[src/rtl/crtc6545_gen.sv]
// 6545/6845-style CRTC timing generator: register file plus horizontal/vertical
// counters producing de, syncs, MA/RA and a frame_start pulse, all registered.
module crtc6545_gen #(
    parameter int   MA_WIDTH  = 14,
    parameter int   RA_WIDTH  = 5,
    parameter int   NUM_REGS  = 16,
    parameter logic HSYNC_POL = 1'b1,
    parameter logic VSYNC_POL = 1'b1
) (
    input  logic                clk16,
    input  logic                res_b,
    input  logic                cclk_en,
    input  logic                cpu_we,
    input  logic                cpu_rd,
    input  logic                rs,
    input  logic [7:0]          data_in,
    output logic [7:0]          data_out,
    output logic                de,
    output logic                hsync,
    output logic                vsync,
    output logic [MA_WIDTH-1:0] ma,
    output logic [RA_WIDTH-1:0] ra,
    output logic                frame_start
);

    typedef enum logic {ST_ROWS, ST_ADJUST} state_t;

    localparam logic [MA_WIDTH-1:0] MA_RESET = MA_WIDTH'(14'h1000);

    function automatic logic [7:0] reg_default(input int idx);
        case (idx)
            0:       return 8'h31;
            1:       return 8'h28;
            2:       return 8'h29;
            3:       return 8'h0F;
            4:       return 8'h28;
            5:       return 8'h05;
            6:       return 8'h19;
            7:       return 8'h21;
            9:       return 8'h07;
            12:      return 8'h10;
            default: return 8'h00;
        endcase
    endfunction

    logic [7:0] regs_q [NUM_REGS];
    logic [4:0] addr_q;
    logic [7:0] data_out_q;
    logic [7:0] r [32];

    // Full 32-entry view so unimplemented addresses read back as zero.
    generate
        for (genvar gi = 0; gi < 32; gi++) begin : g_rview
            if (gi < NUM_REGS) begin : g_impl
                assign r[gi] = regs_q[gi];
            end else begin : g_none
                assign r[gi] = 8'h00;
            end
        end
    endgenerate

    always_ff @(posedge clk16) begin
        if (!res_b) begin
            addr_q     <= '0;
            data_out_q <= '0;
            for (int i = 0; i < NUM_REGS; i++) regs_q[i] <= reg_default(i);
        end else begin
            if (cpu_rd) data_out_q <= r[addr_q];
            if (cpu_we && !rs) addr_q <= data_in[4:0];
            for (int i = 0; i < NUM_REGS; i++) begin
                if (cpu_we && rs && addr_q == 5'(i)) regs_q[i] <= data_in;
            end
        end
    end

    state_t                state_q, state_d;
    logic [7:0]            h_q, h_d, row_q, row_d;
    logic [RA_WIDTH-1:0]   ra_q, ra_d;
    logic [MA_WIDTH-1:0]   ma_row_q, ma_row_d, ma_q, ma_d;
    logic [4:0]            hcnt_q, hcnt_d, vcnt_q, vcnt_d;
    logic                  de_q, de_d, hsync_q, hsync_d, vsync_q, vsync_d;
    logic                  frame_start_q, frame_start_d, wrap_d, eol;
    logic [7:0]            ra8;
    logic [4:0]            hs_width, vs_width;
    logic [MA_WIDTH-1:0]   ma_start;

    assign eol      = (h_q >= r[0]);
    assign ra8      = 8'(ra_q);
    assign hs_width = (r[3][3:0] == 4'd0) ? 5'd16 : {1'b0, r[3][3:0]};
    assign vs_width = (r[3][7:4] == 4'd0) ? 5'd16 : {1'b0, r[3][7:4]};
    assign ma_start = MA_WIDTH'({r[12][5:0], r[13]});

    always_ff @(posedge clk16) begin
        if (!res_b) begin
            state_q       <= ST_ROWS;
            h_q           <= '0;
            row_q         <= '0;
            ra_q          <= '0;
            ma_row_q      <= MA_RESET;
            hcnt_q        <= '0;
            vcnt_q        <= '0;
            de_q          <= 1'b0;
            hsync_q       <= ~HSYNC_POL;
            vsync_q       <= ~VSYNC_POL;
            ma_q          <= MA_RESET;
            frame_start_q <= 1'b0;
        end else begin
            state_q       <= state_d;
            h_q           <= h_d;
            row_q         <= row_d;
            ra_q          <= ra_d;
            ma_row_q      <= ma_row_d;
            hcnt_q        <= hcnt_d;
            vcnt_q        <= vcnt_d;
            frame_start_q <= frame_start_d;
            if (cclk_en) begin
                de_q    <= de_d;
                hsync_q <= hsync_d;
                vsync_q <= vsync_d;
                ma_q    <= ma_d;
            end
        end
    end

    // Frame wrap is an action on the end-of-line edge, not a resting state.
    always_comb begin
        state_d  = state_q;
        h_d      = h_q;
        row_d    = row_q;
        ra_d     = ra_q;
        ma_row_d = ma_row_q;
        hcnt_d   = hcnt_q;
        vcnt_d   = vcnt_q;
        wrap_d   = 1'b0;
        if (cclk_en) begin
            h_d = eol ? 8'd0 : h_q + 8'd1;
            if (h_d == r[2])        hcnt_d = hs_width;
            else if (hcnt_q != '0)  hcnt_d = hcnt_q - 5'd1;
            if (eol) begin
                case (state_q)
                    ST_ROWS: begin
                        if (ra8 >= r[9]) begin
                            ra_d     = '0;
                            row_d    = row_q + 8'd1;
                            ma_row_d = ma_row_q + MA_WIDTH'(r[1]);
                            if (row_q >= r[4]) begin
                                if (r[5] != 8'd0) state_d = ST_ADJUST;
                                else              wrap_d  = 1'b1;
                            end
                        end else begin
                            ra_d = ra_q + RA_WIDTH'(1);
                        end
                    end
                    ST_ADJUST: begin
                        if ({1'b0, ra8} + 9'd1 >= {1'b0, r[5]}) wrap_d = 1'b1;
                        else                                      ra_d   = ra_q + RA_WIDTH'(1);
                    end
                    default: state_d = ST_ROWS;
                endcase
                if (wrap_d) begin
                    row_d    = '0;
                    ra_d     = '0;
                    ma_row_d = ma_start;
                    state_d  = ST_ROWS;
                end
                if (state_d == ST_ROWS && row_d == r[7] && ra_d == '0) vcnt_d = vs_width;
                else if (vcnt_q != '0)                                  vcnt_d = vcnt_q - 5'd1;
            end
        end
    end

    always_comb begin
        de_d          = (h_d < r[1]) && (row_d < r[6]) && (state_d == ST_ROWS);
        hsync_d       = (hcnt_d != '0) ? HSYNC_POL : ~HSYNC_POL;
        vsync_d       = (vcnt_d != '0) ? VSYNC_POL : ~VSYNC_POL;
        ma_d          = ma_row_d + MA_WIDTH'(h_d);
        frame_start_d = wrap_d;
    end

    assign data_out    = data_out_q;
    assign de          = de_q;
    assign hsync       = hsync_q;
    assign vsync       = vsync_q;
    assign ma          = ma_q;
    assign ra          = ra_q;
    assign frame_start = frame_start_q;

endmodule

[config.mk]
export PLATFORM = sky130hd
export DESIGN_NAME = crtc6545_gen
export DESIGN_NICKNAME = d
export VERILOG_FILES = /design/src/rtl/crtc6545_gen.sv
export SDC_FILE = /design/constraint.sdc
export NUM_CORES = 1
export LEC_CHECK = 0
export BUFFER_PORTS_ARGS = -buffer_cell sky130_fd_sc_hd__clkbuf_2
export CAP_MARGIN = 10
export CORE_MARGIN = 2
export CORE_UTILIZATION = 57
export CTS_CLUSTER_SIZE = 28
export DETAILED_ROUTE_END_ITERATION = 10
export MAX_ROUTING_LAYER = met4
export PLACE_DENSITY_LB_ADDON = 0.3
export SYNTH_ARGS = -nofsm -noshare
export SYNTH_HDL_FRONTEND = slang
export SYNTH_SLANG_ARGS = --single-unit
[constraint.sdc]
create_clock -name clk16 -period 5.7 [get_ports clk16]
set_clock_uncertainty 0.05 [all_clocks]
set_input_delay 0.285 -clock clk16 [delete_from_list [all_inputs] [get_ports clk16]]
set_output_delay 0.285 -clock clk16 [all_outputs]
set_load 0.01 [all_outputs]
After elaboration in Yosys (flattened, before gate mapping) --
Memories as Yosys holds them, arrays and structs flattened. Index checks and enable logic that the tools add are counted.
Storage, ports and cells: input port bits 14, register bits 77, bits in writable memories 128, word-level logic and storage cells 226, bits in read-only memories 0, bits in latches 0, memories kept 1
Memory list:
- regs_q | depth 16, width 8, rd ports 16, clocked after memory_dff 0, wr ports 16, RTL line 46 | logic [7:0] regs_q [NUM_REGS];
Cells by class: equal/unequal tests 17, $add $sub $neg 8, magnitude comparators 7, div/mod/pow operators 0, reduce and logical (&&, ||, !) cells 34, bitwise operators 20, multiplexer cells 125, $mul 0, shift-type cells 0
Operators by type and width (count):
- 8-bit 2-to-1 mux | 37
- 14-bit 2-to-1 mux | 5
- 5-bit 2-to-1 mux | 14
- 1-bit 2-to-1 mux | 66
- 8-bit binary-select mux with 5-bit select | 1
- 5-bit by 4-bit == test with 1-bit output (second input constant) | 8
- 14-bit by 8-bit adder with 14-bit output | 2
- 1-bit logical AND | 22
- 5-bit by 3-bit == test with 1-bit output (second input constant) | 4
- 5-bit nonzero test | 4
- 8-bit by 1-bit adder with 8-bit output (second input constant) | 2
- 8-bit == test | 2
- 8-bit greater-or-equal comparator | 2
- 8-bit < comparator | 2
- 1-bit bitwise OR | 16
- 5-bit by 2-bit == test with 1-bit output (second input constant) | 2
- 5-bit zero test | 2
- 5-bit case mux with 2 select lines | 1
- 5-bit by 1-bit subtractor with 5-bit output (second input constant) | 2
- 5-bit by 8-bit greater-or-equal comparator with 1-bit output | 1
- 6-bit by 8-bit greater-or-equal comparator with 1-bit output | 1
- 4-bit zero test | 2
- 8-bit nonzero test | 1
- 5-bit by 1-bit adder with 6-bit output (second input constant) | 1
- 9 further kinds | 11

Longest topological paths before layout --
Gate-level depths: netlist (run 1). An unclocked memory read counts as a cell.
word-level depth 19, depth in mapped cells 28, mapped depth without buffers 25

Least setup slack after synthesis (run 1) --
OpenSTA, ideal clock, no wires.
path kind register to register, start register ra_q[2] (netlist: ra[2]), end register ma_q[13] (netlist: ma[13]), stages on the path, launching flop included 28, path buffers 4, clock period less this slack 5.449 ns, path slack 0.251 ns, arrival 5.314 ns, cells stage by stage dfxtp_1 -> clkbuf_1 -> nand3_1 -> xor2_1 -> inv_1 -> ha_1 -> a211oi_1 -> nand2_1 -> o2111ai_1 -> o31a_1 -> clkbuf_1 -> clkbuf_1 -> buf_1 -> nor2_1 -> o21ai_0 -> o21a_1 -> ha_1 -> a21o_1 -> a21o_1 -> a21o_1 -> a21oi_1 -> nor2b_1 -> o21a_1 -> o21a_1 -> o21a_1 -> nand4_1 -> xnor2_1 -> a211oi_1
On the way: longest elaborated chain between the ends 10, elaborated cells between the ends (all ways) 14, those cells by class 2 x add/sub; 2 x order compare; 10 x mux
RTL lines:
- start: declaration | RTL line 78 | logic [RA_WIDTH-1:0] ra_q, ra_d;
- start signal: assignment | RTL line 111 | ra_q <= ra_d;
- 5-bit by 1-bit adder with 6-bit output | RTL line 155 | if ({1'b0, ra8} + 9'd1 >= {1'b0, r[5]}) wrap_d = 1'b1;
- 6-bit by 8-bit greater-or-equal comparator with 1-bit output | RTL line 155
- 1-bit 2-to-1 mux | RTL line 155
- 1-bit case mux with 2 select lines | RTL line 140 | case (state_q)
- 1-bit 2-to-1 mux | RTL line 139 | if (eol) begin
- 1-bit 2-to-1 mux | RTL line 135 | if (cclk_en) begin
- 14-bit 2-to-1 mux (*) | RTL line 160 | if (wrap_d) begin
- 14-bit 2-to-1 mux (*) | RTL line 139
- 14-bit 2-to-1 mux (*) | RTL line 135
- named net ma_row_d[1] | RTL line 79 | logic [MA_WIDTH-1:0] ma_row_q, ma_row_d, ma_q, ma_d;
- 14-bit by 8-bit adder with 14-bit output (*) | RTL line 176 | ma_d = ma_row_d + MA_WIDTH'(h_d);
- end signal: assignment | RTL line 120 | ma_q <= ma_d;
- end: declaration | RTL line 79
The timed path passes the listed nets; every way through them passes the cells marked *. The select of a mux whose other input is x is not followed. A chain may end at the register's enable or synchronous reset.

Worst setup path after layout (run 1) --
start register ra_q[0] (netlist: ra[0]), end register ma_q[12] (netlist: ma[12])
The elaborated chain is that of the path after synthesis.

==> results of run 1 <==
==> critical path, delay by kind of cell (launching register included) <==
kind | cells | cell delay (ns)
flip-flops | 1 | 0.45
AND/OR/NAND/NOR | 8 | 1.71
buffers and inverters | 1 | 0.06
XOR/XNOR | 2 | 0.34
AO/OA/AOI/OAI | 9 | 1.49
adder cells (fa/ha/maj) | 4 | 1.13
==> layout make-up <==
type                       count  area (sq um)
fill                        1597          7221
tap                          270         337.8
inverter                      74         277.8
multi-input combinational    810          5759
clock inverter                 9         63.81
antenna                        1         2.502
clock buffer                  31         636.9
sequential                   205          5388
timing repair buffer          69         417.9
==> routing by layer <==
layer	up-vias	global-route usage, %	share of wire [%]	wire length [um]
met3	78	6.025	9.7	3090
met4	0	10.15	3.0	972
met1	4368	41.90	41	13070
li1	4237	-	-	-
met5	-	-	0	0
met2	445	48.43	46	14800
==> final timing paths <==
| kind | start | end | slack [ns] | cells after the start |
|---|---|---|---|---|
| max | ra[0] | ma[12] | 0.41 | 24 |
| min | data_in[3] | addr_q[3] | 0.01 | 3 |
| max reg2reg | ra[0] | ma[12] | 0.41 | 24 |
| min reg2reg | data_out[0] | data_out[0] | 0.42 | 2 |
==> sequential cells by signal, summed over array words and instances, names as in the netlist, 8 cells and up <==
name	count
data_out	8
h_q	8
ma	14
ma_row_q	14
regs_q	128
row_q	8
==> logic make-up (layout without fill, tap and decap cells) <==
family          count (synthesis)  after routing  synth area share, %
flops                         205            205                46.32
simple gates                  442            442                18.69
compound gates                215            215                11.90
other cells                     0              1                    0
mux                            55             55                9.051
buf+inv                       131            183                4.326
xor+xnor                       34             34                2.690
fa+ha+maj                      64             64                7.017
==> repair_timing <==
item                                    CTS  global route
endpoints found under the hold margin     4             0
gates resized for setup                   0             1
buffers inserted                          0             0
endpoints found under the setup margin    0             3
hold buffers                              4             0
==> cells in the final DEF, fill, tap and decap left out, types with 4 or more instances in the layout <==
master           n
nor3_1          19
edfxtp_1       128
clkbuf_16       24
xnor2_1         22
dfxtp_1         75
nand4b_1         6
xor2_1          11
nor2_1         154
mux2i_1         14
a31oi_1         13
nand3_1         26
a21oi_1         51
nand2b_1        33
a21o_1          10
clkinv_2         5
o21ai_0         48
o22a_1           9
and2_1          31
mux4_2          40
inv_1           73
nand2_1         97
buf_4           21
nor4_1           6
dlygate4sd3_1    4
and3_1          11
o31a_1           5
clkbuf_2        44
ha_1            62
nor2b_1         14
o21ai_1          9
o31ai_1          9
nand4_1         14
clkbuf_1         6
or3_1            9
o21a_1           8
a211oi_1        14
o21bai_1         4
o211ai_1         5
==> power groups by stage <==
stage          clock network, mW  logic (mW)  registers [mW]
2_1_floorplan                  0       0.224            1.70
5_1_grt                     1.47       0.353            1.70
3_3_place_gp                   0       0.311            1.72
6_report                    1.40       0.322            1.70
3_5_place_dp                   0       0.317            1.73
4_1_cts                     1.41       0.321            1.70
==> flow_summary.toml, run 1 <==
[outcome]
status = "finished clean"

[clocking]
cts_tree = "yes"
clk_pin_slew_ns = 0.06
cts_buffers = 23
clock_latency_ns = 0.53
cts-root-buf = "clkbuf_16"
clk_path_buf_depth = 3
htree_levels = 1
cts.sinks = 205

[layout]
drive_gt1_share_pct = 13.02
finish.net_count = 1261
fin_cells = 1469
syn2layout_area_growth_pct = 10.82
stdcell_area_sq_um = 12880
final_util_pct = 64.08

[synth]
synth_edf_count = 128
synth-seq-cells = 205
syn_inst = 1146
syn_area_sq_um = 11630
synth_top_cells_by_area = "edfxtp_1 (33%), dfxtp_1 (13%), mux4_2 (7.7%)"
synth_top_area_share_pct = 33.06
async_flop_share_pct = 0
synth_flop_cell = "edfxtp_1"
syn_nets = 1224
ys_types = 74
yosysWarnings = 0
synth_commonest_cells = "nor2_1 (154), edfxtp_1 (128), nand2_1 (97)"
syn-mean-instance-area_sq_um = 10.14
synth_top_area_cell = "edfxtp_1"
synth_most_common_cell = "nor2_1"
ys_seq_area_share_pct = 46.32

[setup_path]
worstPathRequired_ns = 6.10
cpPeakStageDelay_ns = 0.54
critPathCaptureType = "flop"
startpoint_type = "flop"
worstPathArrival_ns = 5.69
worst-path-max-fanout = 9
cp_cell_sequence = "ha_1 > nand3_1 > xnor2_1 > ha_1 > o21ai_0 > nand2b_1 > o2111ai_2 > and2_1 > nor2_1 > o22a_1 > ha_1 > inv_1 > fa_1 > nor2b_1 > o21ai_0 > a21boi_0 > o21ai_0 > nand2b_1 > a21o_1 > a21o_1 > and3_1 > nand3_1 > xor2_1 > o211ai_1"
slowest_stage = "nor2_1"
worstSetupPathType = "reg2reg"

[route]
via_count = 9128
drt_pass1_iterations = 5
ant_nets = 0
wl_per_cell_um = 21.74
drtIter0Drc = 961
routed_wirelength_mm = 31.94
avgViaCountPerCell = 6.214
drc = 0

[sta]
setup_violations = 0
tightest_slew_ns = 0.9681
fin_crit_sh_pct = 92.89
rsz0062_at_grt = "false"
final.setup.tns_ns = 0
fin_ws_ns = 0.4051
drv_slew = 0
max_slew_margin_pct = 34.87
holdWs_ns = 0.01289
fmax_mhz = 188.9
period_needed_ns = 5.295
finalHoldViolations = 0

[pwr]
power.density_nw_per_um2 = 265.6
intPower_mw = 2.564
switchingPower_mw = 0.8576
total_power_mw = 3.421
peakVddDrop_v = 0.0002689
leakagePower_nw = 5.063
power_frac_seq_pct = 49.6
pwr-share-clk_pct = 40.9
pwr-share-comb_pct = 9.4
swShare_pct = 25.07

[floorplan]
core.rowCount = 52
dieArea_sq_um = 21550
start_util_pct = 57.83
die_w_um = 146.8
io-pin-count = 45
die_h_um = 146.8
core-area_sq_um = 20100

[placement]
place_inst = 1424
post-place-ws_ns = 0.4364
place_hpwl_mm = 23.33
io_buffers = 44
gp_congestion = 0.9328
placed_area_sq_um = 12130

[global_route]
antenna_found_initial = 0
grt_pass1_wl_mm = 49.88
grt_overflow = 0
first_global_vias = 8796
grt_max_degree = 54
grtUsageTotal_pct = 31.24

[flow_run]
timing.max_cap.violations = 0

[worst_hold_path]
hp-class = "in2reg"
Power figures use the tool's default switching activity.
==> run 2: changes to the inputs <==
--- a/config.mk
+++ b/config.mk
@@ -14,4 +14,5 @@
 export MAX_ROUTING_LAYER = met4
 export PLACE_DENSITY_LB_ADDON = 0.3
+export SKIP_LAST_GASP = 1
 export SYNTH_ARGS = -nofsm -noshare
 export SYNTH_HDL_FRONTEND = slang
--- a/constraint.sdc
+++ b/constraint.sdc
@@ -3,3 +3,3 @@
 set_input_delay 0.285 -clock clk16 [delete_from_list [all_inputs] [get_ports clk16]]
 set_output_delay 0.285 -clock clk16 [all_outputs]
-set_load 0.01 [all_outputs]
+set_load 0.1 [all_outputs]
==> flow_summary.toml, run 2 (synthesis results as in run 1) <==
[pwr]
power.density_nw_per_um2 = 283.8
peakVddDrop_v = 0.0002249
power_frac_seq_pct = 46.2
pwr-share-comb_pct = 10.6
pwr-share-clk_pct = 43.2
swShare_pct = 25.43
leakagePower_nw = 5.117
intPower_mw = 2.746
switchingPower_mw = 0.9364

[worst_hold_path]
hp-class = "in2reg"
whs_endpoint = "addr_q[0]"
whs_path_depth = 3
worstHoldStart = "data_in[0]"

[sta]
rsz0062_at_grt = "false"
fmax_mhz = 197.2
drv_slew = 0
period_needed_ns = 5.071
setup_violations = 0
max_slew_margin_pct = 35.79
fin_ws_ns = 0.6288
final.setup.tns_ns = 0
tightest_slew_ns = 0.9596
fin_crit_sh_pct = 88.97
finalHoldViolations = 0

[route]
ant_nets = 0
drtIter0Drc = 1135
drt_pass1_iterations = 6
routed_wirelength_mm = 32.27
avgViaCountPerCell = 6.302
via_count = 9258
wl_per_cell_um = 21.97
drc = 0

[placement]
gp_congestion = 0.9449
io_buffers = 44
post-place-ws_ns = 0.7508
place_inst = 1424
place_hpwl_mm = 23.37

[setup_path]
critPathBufInv = 3
slowest_stage = "o2111ai_1"
rr_startpoint = "ra[2]"
worstSetupPathType = "reg2reg"
r2r_setup_slack_ns = 0.63
ff2ff_path_depth = 25
cpPeakStageDelay_ns = 0.48
critPathCaptureType = "flop"
worst-path-max-fanout = 10
worstPathRequired_ns = 6.02
critPathTopFamily = "compound AO/OA/AOI/OAI gates"
worstPathArrival_ns = 5.39
startpoint_type = "flop"
reg2reg_to = "ma[12]"

[layout]
fin_cells = 1469
layout_common_cells = "nor2_1 (154), edfxtp_1 (128), nand2_1 (97)"
antennaDiodeCount = 0
drive_gt1_share_pct = 13.34
finish.net_count = 1260
final_common_cell = "nor2_1"
syn2layout_area_growth_pct = 11.58
top_register = "regs_q"
largest_reg_flops = 128

[clocking]
cts_tree = "yes"
cts_setup_buffers = 0
htree_levels = 1
cts.sinks = 205
clk_path_buf_depth = 3
cts_buffers = 23
clock_latency_ns = 0.53
cts-root-buf = "clkbuf_16"
clk_pin_slew_ns = 0.06

[floorplan]
dieArea_sq_um = 21550
io-pin-count = 45
die_h_um = 146.8
die_w_um = 146.8
start_util_pct = 57.83
core.rowCount = 52
core-area_sq_um = 20100

[outcome]
status = "finished clean"

[global_route]
grt_overflow = 0
antenna_found_initial = 0
first_global_vias = 8779
grt_max_degree = 54
grtUsageTotal_pct = 31.09
grt_pass1_wl_mm = 49.98

[flow_run]
timing.max_cap.violations = 0
run 2: power by group through the flow:
stage / clock network [mW] / logic [mW] / registers (mW)
floorplan: 0 / 0.224 / 1.77
global placement: 0 / 0.374 / 1.73
detailed placement: 0 / 0.381 / 1.73
CTS: 1.60 / 0.386 / 1.70
global route: 1.66 / 0.417 / 1.71
finish: 1.59 / 0.389 / 1.70
run 2: area by class of cell:
class                   instances  area, sq um
clock buffers                  27        590.6
repair buffers                 68        407.9
fillers                      1556         7132
well taps                     270        337.8
inverters                      74        277.8
multi-input cells             810         5753
flip-flops and latches        205         5395
clock inverters                15        210.2
run 2: timing repair:
action / CTS / global route
hold buffers: 3 / 0
resized for setup: 0 / 0
hold endpoints to repair: 3 / 0
run 2: per-stage QoR:
| step | hold WS [ns] | util [%] | cell area [sq um] | power [mW] |
|---|---|---|---|---|
| after floorplan | 0.3823 | - | 11630 | 1.992 |
| after global placement | 0.4085 | 60.39 | 12140 | 2.099 |
| after detailed placement | 0.4144 | 60.39 | 12140 | 2.109 |
| after CTS | 0.0005248 | 64.53 | 12970 | 3.679 |
| after global routing | 0.05598 | 64.53 | 12970 | 3.781 |
| final | 0.008607 | 64.53 | 12970 | 3.682 |
run 2: how the worst max path moves through the flow:
stage	from	endpoint	slack, ns	cells after the start
after floorplan	ra[2]	ma[13]	0.06	27
after global placement	ra[2]	ma[12]	0.89	25
after detailed placement	ra[2]	ma[12]	0.75	25
after CTS	ra[2]	ma[12]	0.68	25
after global routing	ra[0]	ma[12]	0.19	25
final	ra[2]	ma[12]	0.63	25
run 2: worst register-to-register path: stages, from the launching register on:
cell,delay [ns]
dfxtp_4,0.40
nand3_1,0.10
xor2_1,0.18
inv_1,0.09
ha_1,0.30
a211oi_1,0.28
nand2_1,0.08
o2111ai_1,0.48
and2_1,0.40
nor2_1,0.07
buf_4,0.18
o22a_1,0.23
ha_1,0.20
inv_1,0.07
fa_1,0.18
nor2b_1,0.06
o21ai_0,0.21
a21boi_0,0.15
o21ai_0,0.18
nand2b_1,0.10
a21o_1,0.18
a21o_1,0.19
and3_1,0.20
nand3_1,0.09
xor2_1,0.15
o211ai_1,0.09
run 2: layer usage:
layer	global-route usage [%]	wire length, um	up-vias
li1	-	-	4228
met2	47.84	15000	531
met4	9.515	1103	0
met1	42.78	12740	4425
met5	-	0	-
met3	5.186	3423	74
==> run 3: changes to the inputs <==
ABC_AREA = 1   (was default)
==> flow_summary.toml, run 3 <==
[outcome]
status = "finished clean"

[layout]
final_common_cell = "nand2_1"
stdcell_area_sq_um = 13150
fillerInstances = 1722
top_register = "regs_q"
multi_input_area_sq_um = 5523
largest_reg_flops = 128
syn2layout_area_growth_pct = 10.22
drive_gt1_share_pct = 10.45
layout_common_cells = "nand2_1 (279), inv_1 (196), nor2_1 (185)"
antennaDiodeCount = 0
layout.area.seq_sq_um = 5385
finish.net_count = 1592

[synth]
ys_seq_area_share_pct = 45.14
async_flop_share_pct = 0
syn-mean-instance-area_sq_um = 8.077
synth_edf_count = 128
synth_top_cells_by_area = "edfxtp_1 (32%), dfxtp_1 (13%), nand2_1 (8.8%)"
ys_types = 52
synth-seq-cells = 205
synth_top_area_share_pct = 32.22
synth_flop_cell = "edfxtp_1"
synth_most_common_cell = "nand2_1"
syn_area_sq_um = 11930
synth_commonest_cells = "nand2_1 (279), inv_1 (196), nor2_1 (185)"
syn_nets = 1555
synth_top_area_cell = "edfxtp_1"
syn_inst = 1477
yosysWarnings = 0

[setup_path]
critPathCaptureType = "flop"
worstSetupPathType = "reg2reg"
critPathTopFamily = "simple AND/OR/NAND/NOR gates"
worstPathArrival_ns = 5.05
path_common_cell = "nand2_1"
cpPeakStageDelay_ns = 0.46
worst-path-max-fanout = 16
slowest_stage = "dfxtp_1"
startpoint_type = "flop"
worstPathRequired_ns = 6.08
critPathBufInv = 3

[clocking]
cts-root-buf = "clkbuf_16"
cts_tree = "yes"
clock_latency_ns = 0.55
htree_levels = 1
cts.sinks = 205
clk_path_buf_depth = 3
cts_setup_buffers = 0
clk_pin_slew_ns = 0.06
cts_hold_buffers = 0
cts_buffers = 24
cts_resized = 0

[route]
ant_nets = 0
avgViaCountPerCell = 5.775
wl_per_cell_um = 18.55
routed_wirelength_mm = 33.41
drtIter0Drc = 1084
drc = 0
drt_pass1_iterations = 6
via_count = 10400

[floorplan]
dieArea_sq_um = 22100
core-area_sq_um = 20360
start_util_pct = 58.58
io-pin-count = 45
die_w_um = 148.7
die_h_um = 148.7
core.rowCount = 52

[worst_hold_path]
hp-class = "in2reg"

[pwr]
swShare_pct = 29.00
pwr-share-clk_pct = 39.8
power.density_nw_per_um2 = 287.3
peakVddDrop_v = 0.0002743
power_frac_seq_pct = 45.3
intPower_mw = 2.682
pwr-share-comb_pct = 14.9
leakagePower_nw = 5.993
switchingPower_mw = 1.096

[sta]
rsz0062_at_grt = "false"
fin_crit_sh_pct = 81.92
fmax_mhz = 214.2
setup_violations = 0
finalHoldViolations = 0
tightest_slew_ns = 1.226
period_needed_ns = 4.670
drv_slew = 0
final.setup.tns_ns = 0
max_slew_margin_pct = 17.40

[placement]
gp_congestion = 0.9602
io_buffers = 44
place_hpwl_mm = 24.43
placed_area_sq_um = 12370

[flow_run]
timing.max_cap.violations = 0

[global_route]
grtUsageTotal_pct = 31.33
first_global_vias = 9788
grt_overflow = 0
antenna_found_initial = 0
grt_pass1_wl_mm = 52.12
grt_max_degree = 49
run 3: cell types whose count changed after synthesis, moves of 33 or more:
cell      change
o21ai_0      +34
nand3_1      +87
a21oi_1      +39
mux4_2       -40
inv_1       +123
nand2b_1     -33
nand2_1     +182
run 3: area by class of cell:
| cell class | count | area share, % |
|---|---|---|
| multi-input cells | 1012 | 42.00 |
| flip-flops and latches | 205 | 40.96 |
| inverters | 212 | 6.090 |
| clock buffers | 37 | 5.243 |
| well taps | 270 | 2.569 |
| repair buffers | 59 | 2.512 |
| clock inverters | 6 | 0.6280 |
run 3: worst min-delay path, stage by stage:
cell and delay, ns:
clkbuf_2 0.09, inv_1 0.11, a21oi_1 0.14
run 3: worst paths after layout:
check	from	end	slack, ns	cells after the start
hold / removal	data_in[1]	addr_q[1]	0.07	3
hold reg to reg	data_out[3]	data_out[3]	0.42	2
setup / recovery	ra[1]	ma[13]	1.03	29
setup reg to reg	ra[1]	ma[13]	1.03	29
run 3: power groups by stage:
stage / sequential, mW / combinational, mW / clock (mW)
floorplan: 1.82 / 0.315 / 0
global placement: 1.74 / 0.538 / 0
detailed placement: 1.74 / 0.551 / 0
CTS: 1.71 / 0.555 / 1.51
global route: 1.72 / 0.613 / 1.57
finish: 1.71 / 0.561 / 1.50
run 3: per-stage QoR:
step                      util, %  hold WS, ns  setup WS (ns)  instances  power [mW]
final                       64.57      0.06749          1.030       1801       3.778
after floorplan                 -       0.4028         0.4787       1477       2.137
after CTS                   64.54      0.05573          1.077       1800       3.774
after global placement      60.75       0.4031          1.250       1757       2.275
after global routing        64.57      0.06352         0.5690       1801       3.899
after detailed placement    60.75       0.4091          1.105       1757       2.291
run 3: cells by family (layout without fill, tap and decap cells):
logic type	count (synthesis)	count (layout)	share of synthesized area (%)
compound gates	267	267	12.96
fa+ha+maj	64	64	6.838
simple gates	645	645	23.85
buf+inv	260	314	8.568
flops	205	205	45.14
xor+xnor	36	36	2.643
run 3: layer usage:
layer | vias up | GRT usage [%] | wire length, um
li1 | 5009 | - | -
met1 | 4756 | 41.79 | 13690
met4 | 0 | 12.95 | 1343
met3 | 102 | 4.049 | 3213
met2 | 533 | 48.75 | 15160
met5 | - | - | 0
